`src/rtl/melody_pkg.sv`:
```
// Shared definitions for the melody sequencer slice.
//   state_t            : sequencer FSM states (IDLE / PLAY / GAP)
//   ADDR_W_DEF         : default width of the note address
//   DUR_W_DEF          : default width of a duration code
//   DUR_TABLE_LEN      : number of entries in the built-in duration table
//   dur_table_lookup() : duration code (in beat units) for a table index
package melody_pkg;

  typedef enum logic [1:0] {
    IDLE = 2'd0,
    PLAY = 2'd1,
    GAP  = 2'd2
  } state_t;

  localparam int ADDR_W_DEF    = 5;
  localparam int DUR_W_DEF     = 4;
  localparam int DUR_TABLE_LEN = 25;

  // One entry per melody note, aligned 1:1 with the note-frequency ROM.
  // Units are eighth notes; indices outside the table are handled by the caller.
  function automatic logic [7:0] dur_table_lookup(input int idx);
    logic [7:0] d;
    case (idx)
      0:  d = 8'd3;
      1:  d = 8'd1;
      2:  d = 8'd4;
      3:  d = 8'd4;
      4:  d = 8'd4;
      5:  d = 8'd8;
      6:  d = 8'd2;
      7:  d = 8'd2;
      8:  d = 8'd4;
      9:  d = 8'd4;
      10: d = 8'd2;
      11: d = 8'd2;
      12: d = 8'd4;
      13: d = 8'd8;
      14: d = 8'd3;
      15: d = 8'd1;
      16: d = 8'd4;
      17: d = 8'd4;
      18: d = 8'd4;
      19: d = 8'd8;
      20: d = 8'd2;
      21: d = 8'd2;
      22: d = 8'd4;
      23: d = 8'd4;
      24: d = 8'd8;
      default: d = 8'd1;
    endcase
    return d;
  endfunction

endpackage

```
`src/rtl/melody_sequencer_if.sv`:
```
// Control/status bundle between the button front end and the melody sequencer.
//   start, stop, loop_en : button levels (already debounced) into the sequencer
//   direccion_nota       : current note address to the note ROM / tone generator
//   tone_en              : speaker gate, low during gaps and idle
//   busy                 : high whenever the sequencer is not idle
//   done                 : one-cycle pulse when an unlooped melody finishes
// Handshake: there is no valid/ready pair here. All inputs are levels sampled on
// every rising clk edge, and all outputs are registered and valid every cycle.
interface melody_sequencer_if #(
  parameter int ADDR_W = 5
) ();
  logic              start;
  logic              stop;
  logic              loop_en;
  logic [ADDR_W-1:0] direccion_nota;
  logic              tone_en;
  logic              busy;
  logic              done;

  modport master (
    output start, stop, loop_en,
    input  direccion_nota, tone_en, busy, done
  );

  modport slave (
    input  start, stop, loop_en,
    output direccion_nota, tone_en, busy, done
  );
endinterface

```
`src/rtl/melody_sequencer_duracion_rom.sv`:
```
// Duration ROM: maps a note address to its duration code in beat units.
//   addr : note address (ADDR_W bits)
//   dur  : duration code (DUR_W bits); addresses past the melody return 1
module duracion_rom
  import melody_pkg::*;
#(
  parameter int NUM_NOTES = 25,
  parameter int ADDR_W    = ADDR_W_DEF,
  parameter int DUR_W     = DUR_W_DEF
) (
  input  logic [ADDR_W-1:0] addr,
  output logic [DUR_W-1:0]  dur
);
  logic [7:0] raw;

  always_comb begin
    raw = dur_table_lookup(int'(addr));
    dur = DUR_W'(1);
    if (int'(addr) < NUM_NOTES && int'(addr) < DUR_TABLE_LEN) begin
      dur = raw[DUR_W-1:0];
    end
  end
endmodule

```
`src/rtl/melody_sequencer.sv`:
```
// Melody sequencer: steps the note address through the melody, holding each note
// for its duration and following it with a silent gap.
//   clk, rst  : clock and synchronous active-high reset
//   bus       : control/status bundle (slave side), see melody_sequencer_if
//   state_dbg : current FSM state
module melody_sequencer
  import melody_pkg::*;
#(
  parameter int BEAT_CYCLES = 3_000_000,
  parameter int GAP_CYCLES  = 600_000,
  parameter int NUM_NOTES   = 25,
  parameter int ADDR_W      = ADDR_W_DEF,
  parameter int DUR_W       = DUR_W_DEF
) (
  input  logic                 clk,
  input  logic                 rst,
  melody_sequencer_if.slave    bus,
  output state_t               state_dbg
);
  localparam int CNT_MAX = (BEAT_CYCLES > GAP_CYCLES) ? BEAT_CYCLES : GAP_CYCLES;
  localparam int CNT_W   = $clog2(CNT_MAX);

  localparam logic [CNT_W-1:0]  BEAT_LAST = CNT_W'(BEAT_CYCLES - 1);
  localparam logic [CNT_W-1:0]  GAP_LAST  = CNT_W'(GAP_CYCLES - 1);
  localparam logic [ADDR_W-1:0] ADDR_LAST = ADDR_W'(NUM_NOTES - 1);

  state_t            state_q, state_d;
  logic [ADDR_W-1:0] addr_q, addr_d;
  logic [CNT_W-1:0]  cycle_q, cycle_d;
  logic [DUR_W-1:0]  unit_q, unit_d;
  logic              done_q, done_d;
  logic              tone_q, busy_q;

  logic [DUR_W-1:0]  dur_raw;
  logic [DUR_W-1:0]  dur_last;

  duracion_rom #(
    .NUM_NOTES (NUM_NOTES),
    .ADDR_W    (ADDR_W),
    .DUR_W     (DUR_W)
  ) u_dur_rom (
    .addr (addr_q),
    .dur  (dur_raw)
  );

  // A zero duration code plays for one unit, so the last unit index is 0 either way.
  assign dur_last = (dur_raw == '0) ? '0 : dur_raw - DUR_W'(1);

  always_comb begin
    state_d = state_q;
    addr_d  = addr_q;
    cycle_d = cycle_q + CNT_W'(1);
    unit_d  = unit_q;
    done_d  = 1'b0;

    if (bus.stop) begin
      // stop wins over everything, including a simultaneous start
      state_d = IDLE;
      addr_d  = '0;
      cycle_d = '0;
      unit_d  = '0;
    end else begin
      case (state_q)
        IDLE: begin
          cycle_d = '0;
          unit_d  = '0;
          if (bus.start) begin
            state_d = PLAY;
            addr_d  = '0;
          end
        end
        PLAY: begin
          if (cycle_q == BEAT_LAST) begin
            cycle_d = '0;
            if (unit_q == dur_last) begin
              state_d = GAP;
              unit_d  = '0;
            end else begin
              unit_d = unit_q + DUR_W'(1);
            end
          end
        end
        GAP: begin
          if (cycle_q == GAP_LAST) begin
            cycle_d = '0;
            unit_d  = '0;
            if (addr_q != ADDR_LAST) begin
              state_d = PLAY;
              addr_d  = addr_q + ADDR_W'(1);
            end else if (bus.loop_en) begin
              state_d = PLAY;
              addr_d  = '0;
            end else begin
              state_d = IDLE;
              addr_d  = '0;
              done_d  = 1'b1;
            end
          end
        end
        default: begin
          state_d = IDLE;
          addr_d  = '0;
          cycle_d = '0;
          unit_d  = '0;
        end
      endcase
    end
  end

  always_ff @(posedge clk) begin
    if (rst) begin
      state_q <= IDLE;
      addr_q  <= '0;
      cycle_q <= '0;
      unit_q  <= '0;
      done_q  <= 1'b0;
      tone_q  <= 1'b0;
      busy_q  <= 1'b0;
    end else begin
      state_q <= state_d;
      addr_q  <= addr_d;
      cycle_q <= cycle_d;
      unit_q  <= unit_d;
      done_q  <= done_d;
      tone_q  <= (state_d == PLAY);
      busy_q  <= (state_d != IDLE);
    end
  end

  assign bus.direccion_nota = addr_q;
  assign bus.tone_en        = tone_q;
  assign bus.busy           = busy_q;
  assign bus.done           = done_q;
  assign state_dbg          = state_q;
endmodule

```
`src/flat_wrapper.sv`:
```
// flat-port wrapper written by rule: the top's interface ports become plain ports
module melody_sequencer_flat import melody_pkg::*;
#(
  parameter int BEAT_CYCLES = 3_000_000,
  parameter int GAP_CYCLES  = 600_000,
  parameter int NUM_NOTES   = 25,
  parameter int ADDR_W      = ADDR_W_DEF,
  parameter int DUR_W       = DUR_W_DEF
)
  (clk, rst, state_dbg, bus_start, bus_stop, bus_loop_en, bus_direccion_nota, bus_tone_en, bus_busy, bus_done);
  melody_sequencer_if #(.ADDR_W(ADDR_W)) bus_i ();
  input  logic clk;
  input  logic rst;
  output state_t state_dbg;
  input wire logic [$bits(bus_i.start)-1:0] bus_start;
  input wire logic [$bits(bus_i.stop)-1:0] bus_stop;
  input wire logic [$bits(bus_i.loop_en)-1:0] bus_loop_en;
  output wire logic [$bits(bus_i.direccion_nota)-1:0] bus_direccion_nota;
  output wire logic [$bits(bus_i.tone_en)-1:0] bus_tone_en;
  output wire logic [$bits(bus_i.busy)-1:0] bus_busy;
  output wire logic [$bits(bus_i.done)-1:0] bus_done;
  assign bus_i.start = bus_start;
  assign bus_i.stop = bus_stop;
  assign bus_i.loop_en = bus_loop_en;
  assign bus_direccion_nota = bus_i.direccion_nota;
  assign bus_tone_en = bus_i.tone_en;
  assign bus_busy = bus_i.busy;
  assign bus_done = bus_i.done;
  melody_sequencer #(.BEAT_CYCLES(BEAT_CYCLES), .GAP_CYCLES(GAP_CYCLES), .NUM_NOTES(NUM_NOTES), .ADDR_W(ADDR_W), .DUR_W(DUR_W)) u_core (.clk(clk), .rst(rst), .bus(bus_i), .state_dbg(state_dbg));
endmodule
```
`config.mk`:
```
export PLATFORM = sky130hd
export DESIGN_NAME = melody_sequencer_flat
export DESIGN_NICKNAME = d
export VERILOG_FILES = /design/src/rtl/melody_pkg.sv /design/src/rtl/melody_sequencer_if.sv /design/src/rtl/melody_sequencer_duracion_rom.sv /design/src/rtl/melody_sequencer.sv /design/src/flat_wrapper.sv
export SDC_FILE = /design/constraint.sdc
export NUM_CORES = 1
export LEC_CHECK = 0
export BUFFER_PORTS_ARGS = -buffer_cell sky130_fd_sc_hd__buf_2
export CORE_UTILIZATION = 60
export DETAILED_ROUTE_END_ITERATION = 10
export MAX_ROUTING_LAYER = met4
export PLACE_DENSITY = 0.85
export SLEW_MARGIN = 20
export SYNTH_ARGS = -nofsm -noshare
export SYNTH_HDL_FRONTEND = slang
export SYNTH_SLANG_ARGS = --single-unit
```
`constraint.sdc`:
```
create_clock -name clk -period 3.1 [get_ports clk]
set_input_delay 0.465 -clock clk [delete_from_list [all_inputs] [get_ports clk]]
set_output_delay 0.465 -clock clk [all_outputs]
set_load 0.02 [all_outputs]
```
### Yosys cells after proc, flatten, opt, wreduce, memory -nomap -nowiden

Memories as Yosys holds them, arrays and structs flattened. A register that Yosys moved wholly into a read port is not among the register bits.
Cells that the tools add are included.

| storage, ports and cells | value |
|---|---|
| bits in registers | 36 |
| memory bits (read-only) | 128 |
| input port bits | 5 |
| output and inout port bits | 10 |
| memories | 1 |

Memories:

| name | depth | bits a word | rd ports | clocked after Yosys merged registers in | wr ports | RTL line | source |
|---|---|---|---|---|---|---|---|
| (name not given) | 32 | 4 | 1 | 1 | 0 | melody_pkg.sv:23 | `case (idx)` |

| cells by class | value |
|---|---|
| add/sub/neg operators | 4 |
| $lt $le $gt $ge | 1 |
| equal/unequal tests | 10 |
| mux-type cells | 24 |
| bitwise gates (word level) | 3 |
| reductions and logical operators | 7 |

Operator list:

| cell | number |
|---|---|
| 22-bit 2-to-1 mux | 2 |
| 22-bit case mux with 2 select lines | 1 |
| 5-bit 2-to-1 mux | 5 |
| 22-bit by 1-bit adder with 22-bit output (second input constant) | 1 |
| 22-bit by 20-bit == test with 1-bit output (second input constant) | 1 |
| 22-bit == test (second input constant) | 1 |
| 4-bit 2-to-1 mux | 5 |
| 5-bit case mux with 3 select lines | 1 |
| 2-bit 2-to-1 mux | 6 |
| 4-bit case mux with 2 select lines | 1 |
| 2-bit case mux with 3 select lines | 1 |
| 5-bit by 1-bit adder with 5-bit output (second input constant) | 1 |
| 5-bit less-than comparator (second input constant) | 1 |
| 5-bit != test (second input constant) | 1 |
| 5-bit OR reduction | 1 |
| 4-bit by 1-bit adder with 4-bit output (second input constant) | 1 |
| 2-bit by 1-bit == test with 1-bit output (second input constant) | 2 |
| 4-bit == test | 1 |
| 4-bit logical NOT | 1 |
| 2-bit by 1-bit != test with 1-bit output (second input constant) | 2 |
| 4-bit by 1-bit subtractor with 4-bit output (second input constant) | 1 |
| 1-bit inverter | 3 |
| 3-bit AND reduction | 1 |
| 2-bit == test (second input constant) | 1 |
| other kinds (6) | 7 |

### Depth between registers and ports, before layout

Gate-level depths: netlist (run 1).

| depth | value |
|---|---|
| depth after elaboration | 10 |
| depth in mapped cells | 11 |
| mapped depth without buffers | 11 |

### Hierarchy

From an unflattened synthesis (run 1), not the netlist that was laid out.

| unflattened totals | value |
|---|---|
| cells, all modules | 255 |
| area, all modules | 2,115.8 µm² |

Modules (own cells, without submodules):

| module | times used | cells each | area an instance (µm²) | sequential area each (µm²) |
|---|---|---|---|---|
| melody_sequencer | 1 | 227 | 1,896.8 | 720.7 |
| duracion_rom | 1 | 28 | 219.0 | 0.0 |

### Worst setup path after synthesis (run 1)

OpenSTA, ideal clock, no wires.

| timing path | value |
|---|---|
| path type | reg2reg |
| start point | register u_core.state_q[0] (netlist: u_core.state_dbg[0]) |
| end point | register u_core.u_dur_rom.raw[1] (netlist name) |
| setup time | 75 ps |
| data arrival time | 2,340 ps |
| data required time | 3,025 ps |
| path slack | 685 ps |
| cell stages (with the launch flop) | 10 |
| buffers on the path | 0 |
| cells stage by stage | dfxtp_1 -> inv_1 -> ha_1 -> nor2b_1 -> nor2_1 -> nand4_1 -> or3_4 -> a211oi_4 -> a21oi_1 -> a22oi_2 |

| on the way | value |
|---|---|
| word-level cells in the longest chain between the ends | 5 |
| elaborated cells between the ends (all ways) | 10 |
| those cells by class | eq/ne (4); mux (3); bitwise (1); reduce/logical (2) |

RTL lines:

| what | RTL line | source |
|---|---|---|
| from (decl) | melody_sequencer.sv:27 | `state_t state_q, state_d;` |
| from (signal assigned) | melody_sequencer.sv:120 | `state_q <= state_d;` |
| 2-bit == test, or another cell as far along | melody_sequencer.sv:63 | `case (state_q)` |
| 2-bit by 1-bit != test with 1-bit output (no source line), or another cell as far along | -- |  |
| 3-bit AND reduction (no source line) | -- |  |
| 5-bit 2-to-1 mux (no source line) * (2 in a row) | -- |  |

Mark *: on every way between the ends. The rest lies on a longest branch, timed or not.
A chain may end at the register's enable or synchronous reset.

### Final worst setup path (run 1)

| timing path | value |
|---|---|
| start point | register u_core.cycle_q[0] |
| end point | register u_core.cycle_q[5] |

| on the way | value |
|---|---|
| word-level cells in the longest chain between the ends | 3 |
| elaborated cells between the ends (all ways) | 6 |
| those cells by class | add/sub (1); eq/ne (2); mux (3) |

RTL lines:

| what | RTL line | source |
|---|---|---|
| from (decl) | melody_sequencer.sv:29 | `logic [CNT_W-1:0] cycle_q, cycle_d;` |
| from (signal assigned) | melody_sequencer.sv:122 | `cycle_q <= cycle_d;` |
| 22-bit by 1-bit adder with 22-bit output, or another cell as far along | melody_sequencer.sv:52 | `cycle_d = cycle_q + CNT_W'(1);` |
| 22-bit 2-to-1 mux, on equally long branches | melody_sequencer.sv:84, melody_sequencer.sv:73 |  |
| 22-bit case mux with 2 select lines * | melody_sequencer.sv:63 |  |

Marks and branches as above.

==> flow_summary_export.csv, run 1 <==
group,metric,value,unit
run_status,status,"complete, no violations",
drt,routedWlPerCell,14.2,um
sta,clock_skew,0.00965,ns
floorplan,die-height,63.9,um
synthesis,ys_types,67,
setup_path,timing.critical_path.required,3.29,ns
finish,post-route-cell-area,2510,um2
synthesis,synth-main-ff-cell,"dfxtp_1",
synthesis,ys_seq_elements,40,
placement,place.gp.congestion,0.968,
power,power.share.sequential,0.533,
grt,grt_pass1_wl,8160,um
job,maxCapViolations,0,
placement,placed_area,2400,um2
clock_network,number_of_buffers_inserted_by_hold_repair_at_cts,0,
clock_network,cts_made_buffers,5,
floorplan,design.die.area,4080,um2
setup_path,cp_cell_sequence,"ha_1 -> and4bb_2 -> and4_1 -> nand4_1 -> a21o_1 -> nand3_1 -> buf_4 -> nor2_1",
setup_path,critical_path_class,"reg2reg",
setup_path,crit-reg2reg-launch,"u_core.cycle_q[0]",
clock_network,post_cts.resized_instances,0,
placement,dp_worst_setup_slack,0.405,ns
clock_network,cts_max_path_buffers,2,
drt,vias,2035,
placement,place_hpwl,3450,um
setup_path,reg2reg_slack,0.39,ns
power,leakage,0.883,nW
setup_path,critPathTopFamily,"simple AND/OR/NAND/NOR gates",
drt,drt_iter0_markers,133,
setup_path,worstSetupEndpoint,"u_core.cycle_q[5]",
grt,global_route.usage.total,0.265,
sta,fin_tns_setup,0,ns
floorplan,fp.dieW,63.9,um
setup_path,critPathMaxStageDelay,0.43,ns
power,p_comb_frac,0.034,
synthesis,mappedNetlistArea,2300,um2
power,power.ir.vdd_worst,0.000362,V
clock_network,htree_levels,2,
synthesis,synth_async_sr_flop_share,0,
clock_network,tritoncts_clock_tree,"done",
drt,first_pass_iters,4,
clock_network,clock_tree.root_cell,"clkbuf_8",
drt,via_per_inst,6.04,
placement,placement.io_buffers,14,
clock_network,worstSkewPairLatency,0.30,ns
drt,drc_violation_count_after_routing,0,
setup_path,r2r-end,"u_core.cycle_q[5]",
setup_path,worstSetupStartpoint,"u_core.cycle_q[0]",
sta,achievable-frequency,370,MHz
floorplan,number_of_cell_rows,22,
power,p_sw_frac,0.211,
clock_network,cts.clk_slew.worst_paths,0.08,ns
power,power.share.clock,0.433,
setup_path,worstRegToRegCells,8,
setup_path,nature_of_the_critical_path_endpoint,"flip-flop",
finish,n_antenna_cell,0,
grt,grt_overflow,0,
setup_path,critical_path_cell_count,8,
synthesis,synthCells,272,
sta,final_setup_violations,0,
power,total_switching_power,0.000205,W
sta,grt_setup_unrepaired,"no",
drt,antenna_left,0,
setup_path,crit_path_start_kind,"flip-flop",
drt,routed_wirelength,4790,um
setup_path,worstPathBufferInverterCount,1,
sta,max_slew.worst_pin.slew,0.460,ns
clock_network,clock_sinks,40,
worst_hold_path,hp-class,"in2reg",
synthesis,seq_area_frac_synth,0.348,
power,power.internal,0.000766,W
synthesis,syn_nets,285,
power,power.density_cell_area,387,nW/um2
sta,report.final.hold_viol_count,0,
sta,worst_slew_margin_rel,0.692,
setup_path,critical_path_peak_fanout,12,
floorplan,effective_utilization_at_floorplan,0.628,
finish,area.growth.synth_to_final,9.03,%
sta,finalWorstSetupSlack,0.394,ns
clock_network,number_of_setup_buffers_added_after_cts,0,
synthesis,synth_enable_flop_cells,0,
finish,nNetsFinal,301,
synthesis,synth.yosys.warnings,0,
sta,final_min_period_over_clock_period,0.873,
grt,grt_max_degree,13,
sta,drv_slew,0,
floorplan,core-area,3660,um2
grt,grt_pass1_vias,1871,
setup_path,critical_path_arrival,2.89,ns
finish,layout-drive-gt1-share,0.145,
grt,antenna_found_initial,0,
finish,finish.cell_count_without_fillers,337,
synthesis,syn_avg_cell_area,8.45,um2
placement,dp.cells,329,
sta,time_the_worst_path_needs_with_i_o_delays_and_setup,2.71,ns
floorplan,ios,15,
setup_path,critPathSlowestCell,"dfxtp_1",
==> worst min path at each step <==
| stage | from | endpoint | slack, ns | cells past startpoint |
|---|---|---|---|---|
| final | rst | u_core.state_dbg[1] | 0.36 | 2 |
| after global routing | rst | u_core.state_dbg[1] | 0.36 | 2 |
| after CTS | rst | u_core.state_dbg[1] | 0.36 | 2 |
| after detailed placement | u_core.cycle_q[0] | u_core.cycle_q[0] | 0.49 | 1 |
| after global placement | u_core.cycle_q[0] | u_core.cycle_q[0] | 0.48 | 1 |
| after floorplan | u_core.cycle_q[0] | u_core.cycle_q[0] | 0.46 | 1 |
==> through the flow <==
stage / util / hold slack (ns) / power (W)
final: 0.685 / 0.362 / 0.000971
after detailed placement: 0.656 / 0.495 / 0.000562
after CTS: 0.685 / 0.357 / 0.000977
after global routing: 0.685 / 0.355 / 0.00100
after floorplan: - / 0.460 / 0.000552
after global placement: 0.656 / 0.482 / 0.000561
==> flip-flops by register name, summed over array words and instances (netlist names) <==
signal / count
u_core.bus.busy: 1
u_core.cycle_q: 22
u_core.bus.done: 1
u_core.bus.direccion_nota: 5
u_core.state_dbg: 2
u_core.unit_q: 4
u_core.u_dur_rom.raw: 4
u_core.bus.tone_en: 1
==> placed cells by master, fill, tap and decap left out, drive strengths merged, types with 4 or more instances in the layout <==
cell type  count
nand3         10
xor2          13
dfxtp         40
clkbuf         6
o21a           4
nand2         21
buf           16
nand4          6
nor3          11
xnor2          6
ha             8
nor2          40
and4           6
a21oi         11
and3           4
nor2b          4
inv           13
a31oi          4
o21ai         13
==> synthesized netlist by cell type (3+ instances only) <==
master	instances	area, um2
a21oi_1	9	45.0
and3_1	4	25.0
nand3_1	10	50.1
buf_2	3	15.0
o21ai_0	9	45.0
nor2b_1	4	25.0
nand4_1	6	37.5
dfxtp_1	40	801
xnor2_1	6	52.6
nor3_1	10	50.1
inv_1	12	45.0
and4_1	5	43.8
nand2_1	21	78.8
o21a_1	4	30.0
nor2_1	40	150
xor2_1	13	114
a31oi_1	4	25.0
ha_1	8	100
==> per-layer routing <==
layer | part of all wire | wire length [um] | vias up | track usage
li1 | - | - | 1017 | -
met1 | 0.45 | 2150 | 956 | 0.295
met2 | 0.49 | 2350 | 49 | 0.443
met3 | 0.041 | 195 | 13 | 0.0625
met4 | 0.020 | 98 | 0 | 0.134
met5 | 0 | 0 | - | -
==> cell families after synthesis <==
kind of cell,count (synthesis),synth area share
fa+ha+maj,8,0.0435
buf+inv,20,0.0408
flops,40,0.348
compound gates,59,0.198
mux,1,0.00435
xor+xnor,19,0.0724
simple gates,125,0.293
==> power by group through the flow <==
stage / Clock, W / Sequential [W] / Combinational (W)
CTS: 0.000427 / 0.000518 / 0.0000328
global route: 0.000450 / 0.000518 / 0.0000366
floorplan: 0 / 0.000532 / 0.0000205
global placement: 0 / 0.000529 / 0.0000317
detailed placement: 0 / 0.000530 / 0.0000322
finish: 0.000420 / 0.000518 / 0.0000332
==> layout make-up <==
class / instances / area [um2]
Sequential cell: 40 / 801
Fill cell: 310 / 1150
Inverter: 13 / 48.8
Tap cell: 48 / 60.1
Timing Repair Buffer: 16 / 85.1
Clock inverter: 2 / 35.0
Clock buffer: 6 / 72.6
Multi-Input combinational cell: 212 / 1410
(Power assumes the default switching activity.)
==> inputs of run 2 (changes only) <==
BUFFER_PORTS_ARGS = not set   (was -buffer_cell sky130_fd_sc_hd__buf_2)
DONT_BUFFER_PORTS = 1   (was not set)
PLACE_DENSITY = 0.82   (was 0.85)
==> run 2 against run 1 <==
Against the previous run: sequential power hardly changed; sequential share of layout area is 1.1 points higher; clock skew grew 0.00066 ns; hold slack worse by 0.095 ns; routed wire length is 5.1% lower; non-clock buffer count is 12 lower; total power fell by 11%; critical path depth is 1 higher.
==> flow_summary_export.csv, run 2 (same netlist as run 1, synthesis figures left out) <==
group,metric,value,unit
clock_network,htree_levels,2,
drt,antenna_left,0,
clock_network,number_of_buffers_inserted_by_hold_repair_at_cts,0,
drt,routedWlPerCell,14.0,um
run_status,status,"complete, no violations",
floorplan,core-area,3660,um2
setup_path,critical_path_peak_fanout,6,
sta,final_min_period_over_clock_period,0.895,
clock_network,worstSkewPairLatency,0.29,ns
power,total_switching_power,0.000190,W
setup_path,critical_path_class,"reg2reg",
setup_path,nature_of_the_critical_path_endpoint,"flip-flop",
worst_hold_path,hp-class,"in2reg",
grt,grt_overflow,0,
power,power.share.sequential,0.601,
grt,antenna_found_initial,0,
drt,via_per_inst,6.09,
placement,place_hpwl,3370,um
sta,grt_setup_unrepaired,"no",
setup_path,crit_path_start_kind,"flip-flop",
finish,n_antenna_cell,0,
sta,drv_slew,0,
floorplan,design.die.area,4080,um2
finish,seqCellArea,801,um2
setup_path,critical_path_arrival,2.95,ns
clock_network,number_of_setup_buffers_added_after_cts,0,
grt,grt_pass1_vias,1886,
finish,layout_common_cells,"40 x nor2_1, 40 x dfxtp_1, 21 x nand2_1, 13 x xor2_1, 12 x inv_1",
clock_network,clock_sinks,40,
sta,time_the_worst_path_needs_with_i_o_delays_and_setup,2.77,ns
grt,grt_max_degree,23,
job,maxCapViolations,0,
sta,achievable-frequency,361,MHz
power,leakage,0.808,nW
finish,multi_input_comb_area,1410,um2
setup_path,critPathSlowestCell,"dfxtp_1",
drt,drc_violation_count_after_routing,0,
setup_path,critPathMaxStageDelay,0.51,ns
sta,max_slew.worst_pin.slew,0.488,ns
power,power.density_cell_area,357,nW/um2
sta,report.final.hold_viol_count,0,
power,power.ir.vdd_worst,0.000301,V
placement,placement.io_buffers,0,
grt,global_route.usage.total,0.252,
clock_network,clock_tree.root_cell,"clkbuf_8",
sta,fin_tns_setup,0,ns
sta,worst_slew_margin_rel,0.670,
finish,layout-drive-gt1-share,0.109,
floorplan,effective_utilization_at_floorplan,0.628,
clock_network,cts_made_buffers,5,
sta,clock_skew,0.0103,ns
power,p_comb_frac,0.029,
finish,area.growth.synth_to_final,5.50,%
floorplan,number_of_cell_rows,22,
placement,place.gp.congestion,0.886,
clock_network,cts.clk_slew.worst_paths,0.08,ns
clock_network,tritoncts_clock_tree,"done",
finish,largest_register_ffs,22,
setup_path,cp_cell_sequence,"inv_1 -> ha_1 -> nor2b_1 -> nor2_1 -> nand4_1 -> o21ai_1 -> a21oi_2 -> a221oi_1 -> a31oi_1",
finish,num-fill-cells,320,
grt,grt_pass1_wl,7940,um
clock_network,post_cts.resized_instances,0,
floorplan,die-height,63.9,um
power,power.share.clock,0.371,
power,power.internal,0.000676,W
clock_network,cts_max_path_buffers,2,
finish,largest_register,"u_core.cycle_q",
finish,nNetsFinal,289,
power,p_sw_frac,0.219,
drt,drt_iter0_markers,160,
sta,hold-worst-slack,0.267,ns
floorplan,fp.dieW,63.9,um
drt,routed_wirelength,4550,um
drt,first_pass_iters,4,
drt,vias,1972,
floorplan,ios,15,
setup_path,timing.critical_path.required,3.27,ns
sta,final_setup_violations,0,
run 2: area by class of cell:
| cell class | instances | area share |
|---|---|---|
| Clock buffer | 5 | 0.0284 |
| Clock inverter | 2 | 0.00516 |
| Sequential cell | 40 | 0.330 |
| Inverter | 13 | 0.0201 |
| Timing Repair Buffer | 4 | 0.0124 |
| Tap cell | 48 | 0.0248 |
| Multi-Input combinational cell | 212 | 0.579 |
run 2: worst paths after layout:
check / cells past startpoint / from / end / slack [ns]
hold reg to reg: 1 / u_core.cycle_q[0] / u_core.cycle_q[0] / 0.50
setup / recovery: 9 / u_core.state_dbg[0] / u_core.u_dur_rom.raw[2] / 0.33
setup reg to reg: 9 / u_core.state_dbg[0] / u_core.u_dur_rom.raw[2] / 0.33
hold / removal: 1 / rst / u_core.state_dbg[1] / 0.27
run 2: worst max-delay path: cells and delay by family (launching register included):
family | cells | cell delay, ns
buffers and inverters | 1 | 0.12
adder cells (fa/ha/maj) | 1 | 0.24
flip-flops | 1 | 0.51
AND/OR/NAND/NOR | 3 | 0.80
AO/OA/AOI/OAI | 4 | 0.98
run 2: layer usage:
layer,up-vias,wire length [um],global-route usage
met3,12,161,0.0500
met1,923,2120,0.291
li1,988,-,-
met4,0,64,0.142
met2,49,2200,0.406
met5,-,0,-
run 2: power by group through the flow:
stage / logic [W] / registers [W] / clock network (W)
after floorplan: 0.0000205 / 0.000532 / 0
after global placement: 0.0000235 / 0.000532 / 0
after detailed placement: 0.0000243 / 0.000532 / 0
after global routing: 0.0000278 / 0.000520 / 0.000356
after CTS: 0.0000244 / 0.000520 / 0.000334
final: 0.0000248 / 0.000520 / 0.000321
run 2: stage by stage:
step	instances	instance area, um2	utilization	power [W]	setup WS, ns
final	324	2430	0.663	0.000866	0.326
after global routing	324	2430	0.663	0.000905	0.0886
after CTS	324	2430	0.663	0.000879	0.367
after detailed placement	317	2340	0.640	0.000557	0.404
after global placement	317	2340	0.640	0.000556	0.454
after floorplan	272	2300	-	0.000552	0.685
==> inputs of run 3 (changes only) <==
CORE_MARGIN = 4   (was not set)
==> run 3 against run 2 <==
Against the previous run: core utilization is 1.2 points higher; sequential power about the same; register-to-register slack hardly changed; global-route usage decreased by 4.7 points.
==> flow_summary_export.csv, run 3 (same netlist as run 1, synthesis figures left out) <==
group,metric,value,unit
run_status,status,"complete, no violations",
setup_path,worstPathBufferInverterCount,1,
clock_network,worstSkewPairLatency,0.29,ns
drt,routed_wirelength,4510,um
clock_network,cts_max_path_buffers,2,
setup_path,critical_path_class,"reg2reg",
sta,final_min_period_over_clock_period,0.897,
setup_path,timing.critical_path.required,3.26,ns
setup_path,r2r-end,"u_core.u_dur_rom.raw[2]",
finish,largest_register,"u_core.cycle_q",
finish,layout_common_cells,"40 x nor2_1, 40 x dfxtp_1, 21 x nand2_1, 13 x xor2_1, 12 x inv_1",
floorplan,die-height,69.9,um
setup_path,critical_path_arrival,2.94,ns
clock_network,clock_tree.root_cell,"clkbuf_8",
placement,place.gp.congestion,0.964,
sta,worst_slew_margin_rel,0.626,
grt,antenna_found_initial,0,
clock_network,cts_made_buffers,5,
setup_path,reg2reg_slack,0.32,ns
grt,grt_overflow,0,
sta,clock_skew,0.00850,ns
drt,first_pass_iters,4,
clock_network,number_of_setup_buffers_added_after_cts,0,
finish,finish.cell_count_without_fillers,323,
placement,placement.io_buffers,0,
setup_path,critPathSlowestCell,"dfxtp_1",
drt,wire_length_on_met1,2040,um
finish,num-fill-cells,317,
finish,largest_register_ffs,22,
clock_network,htree_levels,2,
floorplan,ios,15,
sta,finalWorstSetupSlack,0.318,ns
worst_hold_path,min_path_cells,1,
grt,grt_pass1_vias,1806,
sta,report.final.hold_viol_count,0,
sta,max_slew.worst_pin.slew,0.558,ns
finish,layout-drive-gt1-share,0.105,
setup_path,critPathMaxStageDelay,0.54,ns
drt,antenna_left,0,
sta,drv_slew,0,
job,maxCapViolations,0,
clock_network,clock_sinks,40,
floorplan,core-area,3690,um2
clock_network,post_cts.resized_instances,0,
finish,final_core_util,0.675,
setup_path,nature_of_the_critical_path_endpoint,"flip-flop",
floorplan,number_of_cell_rows,22,
drt,wl_met3,172,um
drt,via_per_inst,6.00,
drt,met2RoutedLength,2240,um
placement,dp_worst_setup_slack,0.378,ns
drt,maxUsedRoutingLayer,"met4",
sta,time_the_worst_path_needs_with_i_o_delays_and_setup,2.78,ns
grt,grt_pass1_wl,8080,um
setup_path,critPathTopFamily,"simple AND/OR/NAND/NOR gates",
floorplan,fp.dieW,69.9,um
drt,routedWlPerCell,14.0,um
worst_hold_path,hp-class,"in2reg",
floorplan,effective_utilization_at_floorplan,0.623,
grt,global_route.usage.total,0.204,
setup_path,worstSetupStartpoint,"u_core.state_dbg[1]",
worst_hold_path,hold_path.startpoint,"rst",
power,leakage,0.835,nW
finish,n_antenna_cell,0,
placement,dp.cells,315,
finish,area.growth.synth_to_final,8.22,%
clock_network,tritoncts_clock_tree,"done",
finish,nNetsFinal,287,
clock_network,number_of_buffers_inserted_by_hold_repair_at_cts,0,
drt,vias,1938,
drt,drc_violation_count_after_routing,0,
setup_path,crit-reg2reg-launch,"u_core.state_dbg[1]",
grt,grt_max_degree,23,
floorplan,design.die.area,4890,um2
sta,achievable-frequency,360,MHz
setup_path,cp_cell_sequence,"inv_1 -> ha_1 -> nor2b_1 -> nor2_1 -> nand4_1 -> nor3_2 -> nor3_1 -> a221oi_1 -> a31oi_1",
setup_path,worstRegToRegCells,9,
setup_path,critical_path_peak_fanout,7,
setup_path,crit_path_start_kind,"flip-flop",
placement,place_hpwl,3340,um
sta,grt_setup_unrepaired,"no",
power,power.density_cell_area,451,nW/um2
drt,drt_iter0_markers,112,
power,power.ir.vdd_worst,0.000407,V
worst_hold_path,capture_endpoint_of_the_worst_hold_path,"u_core.state_dbg[1]",
clock_network,cts.clk_slew.worst_paths,0.07,ns
sta,final_setup_violations,0,
power,power_after_layout,0.00112,W
sta,fin_tns_setup,0,ns
-- run 3: cell types whose count changed in the layout (fill, tap and decap cells not counted), sizes merged --
| cell | before | now |
|---|---|---|
| clkinvlp | 1 | 0 |
| bufinv | 0 | 3 |
| buf | 4 | 2 |
| clkinv | 1 | 0 |
-- run 3: final cells by class --
cell class | instances | area [um2] | share of cell area
Clock buffer | 5 | 68.8 | 0.0277
Clock inverter | 3 | 90.1 | 0.0362
Inverter | 13 | 48.8 | 0.0196
Multi-Input combinational cell | 212 | 1410 | 0.565
Sequential cell | 40 | 801 | 0.322
Tap cell | 48 | 60.1 | 0.0241
Timing Repair Buffer | 2 | 15.0 | 0.00603
-- run 3: worst max path at each step --
stage,cells past startpoint,endpoint
after floorplan,9,u_core.u_dur_rom.raw[1]
after global placement,9,u_core.u_dur_rom.raw[1]
after detailed placement,9,u_core.u_dur_rom.raw[1]
after CTS,9,u_core.u_dur_rom.raw[1]
after global routing,9,u_core.u_dur_rom.raw[2]
final,9,u_core.u_dur_rom.raw[2]
-- run 3: report_power, final --
part           internal [W]  leakage, nW  switching (W)
combinational    0.00000817        0.435      0.0000167
sequential         0.000516        0.323     0.00000447
clock              0.000403       0.0784       0.000175
total              0.000926        0.835       0.000197
-- run 3: routing by layer --
| metal | GRT usage | vias up |
|---|---|---|
| met5 | - | - |
| met4 | 0.104 | 0 |
| met3 | 0.0446 | 6 |
| met2 | 0.319 | 49 |
| met1 | 0.248 | 891 |
| li1 | - | 992 |
-- run 3: per-stage QoR --
step | area, um2 | hold WS [ns]
2_1_floorplan | 2300 | 0.460
3_3_place_gp | 2330 | 0.482
3_5_place_dp | 2330 | 0.498
4_1_cts | 2490 | 0.240
5_1_grt | 2490 | 0.243
6_report | 2490 | 0.254
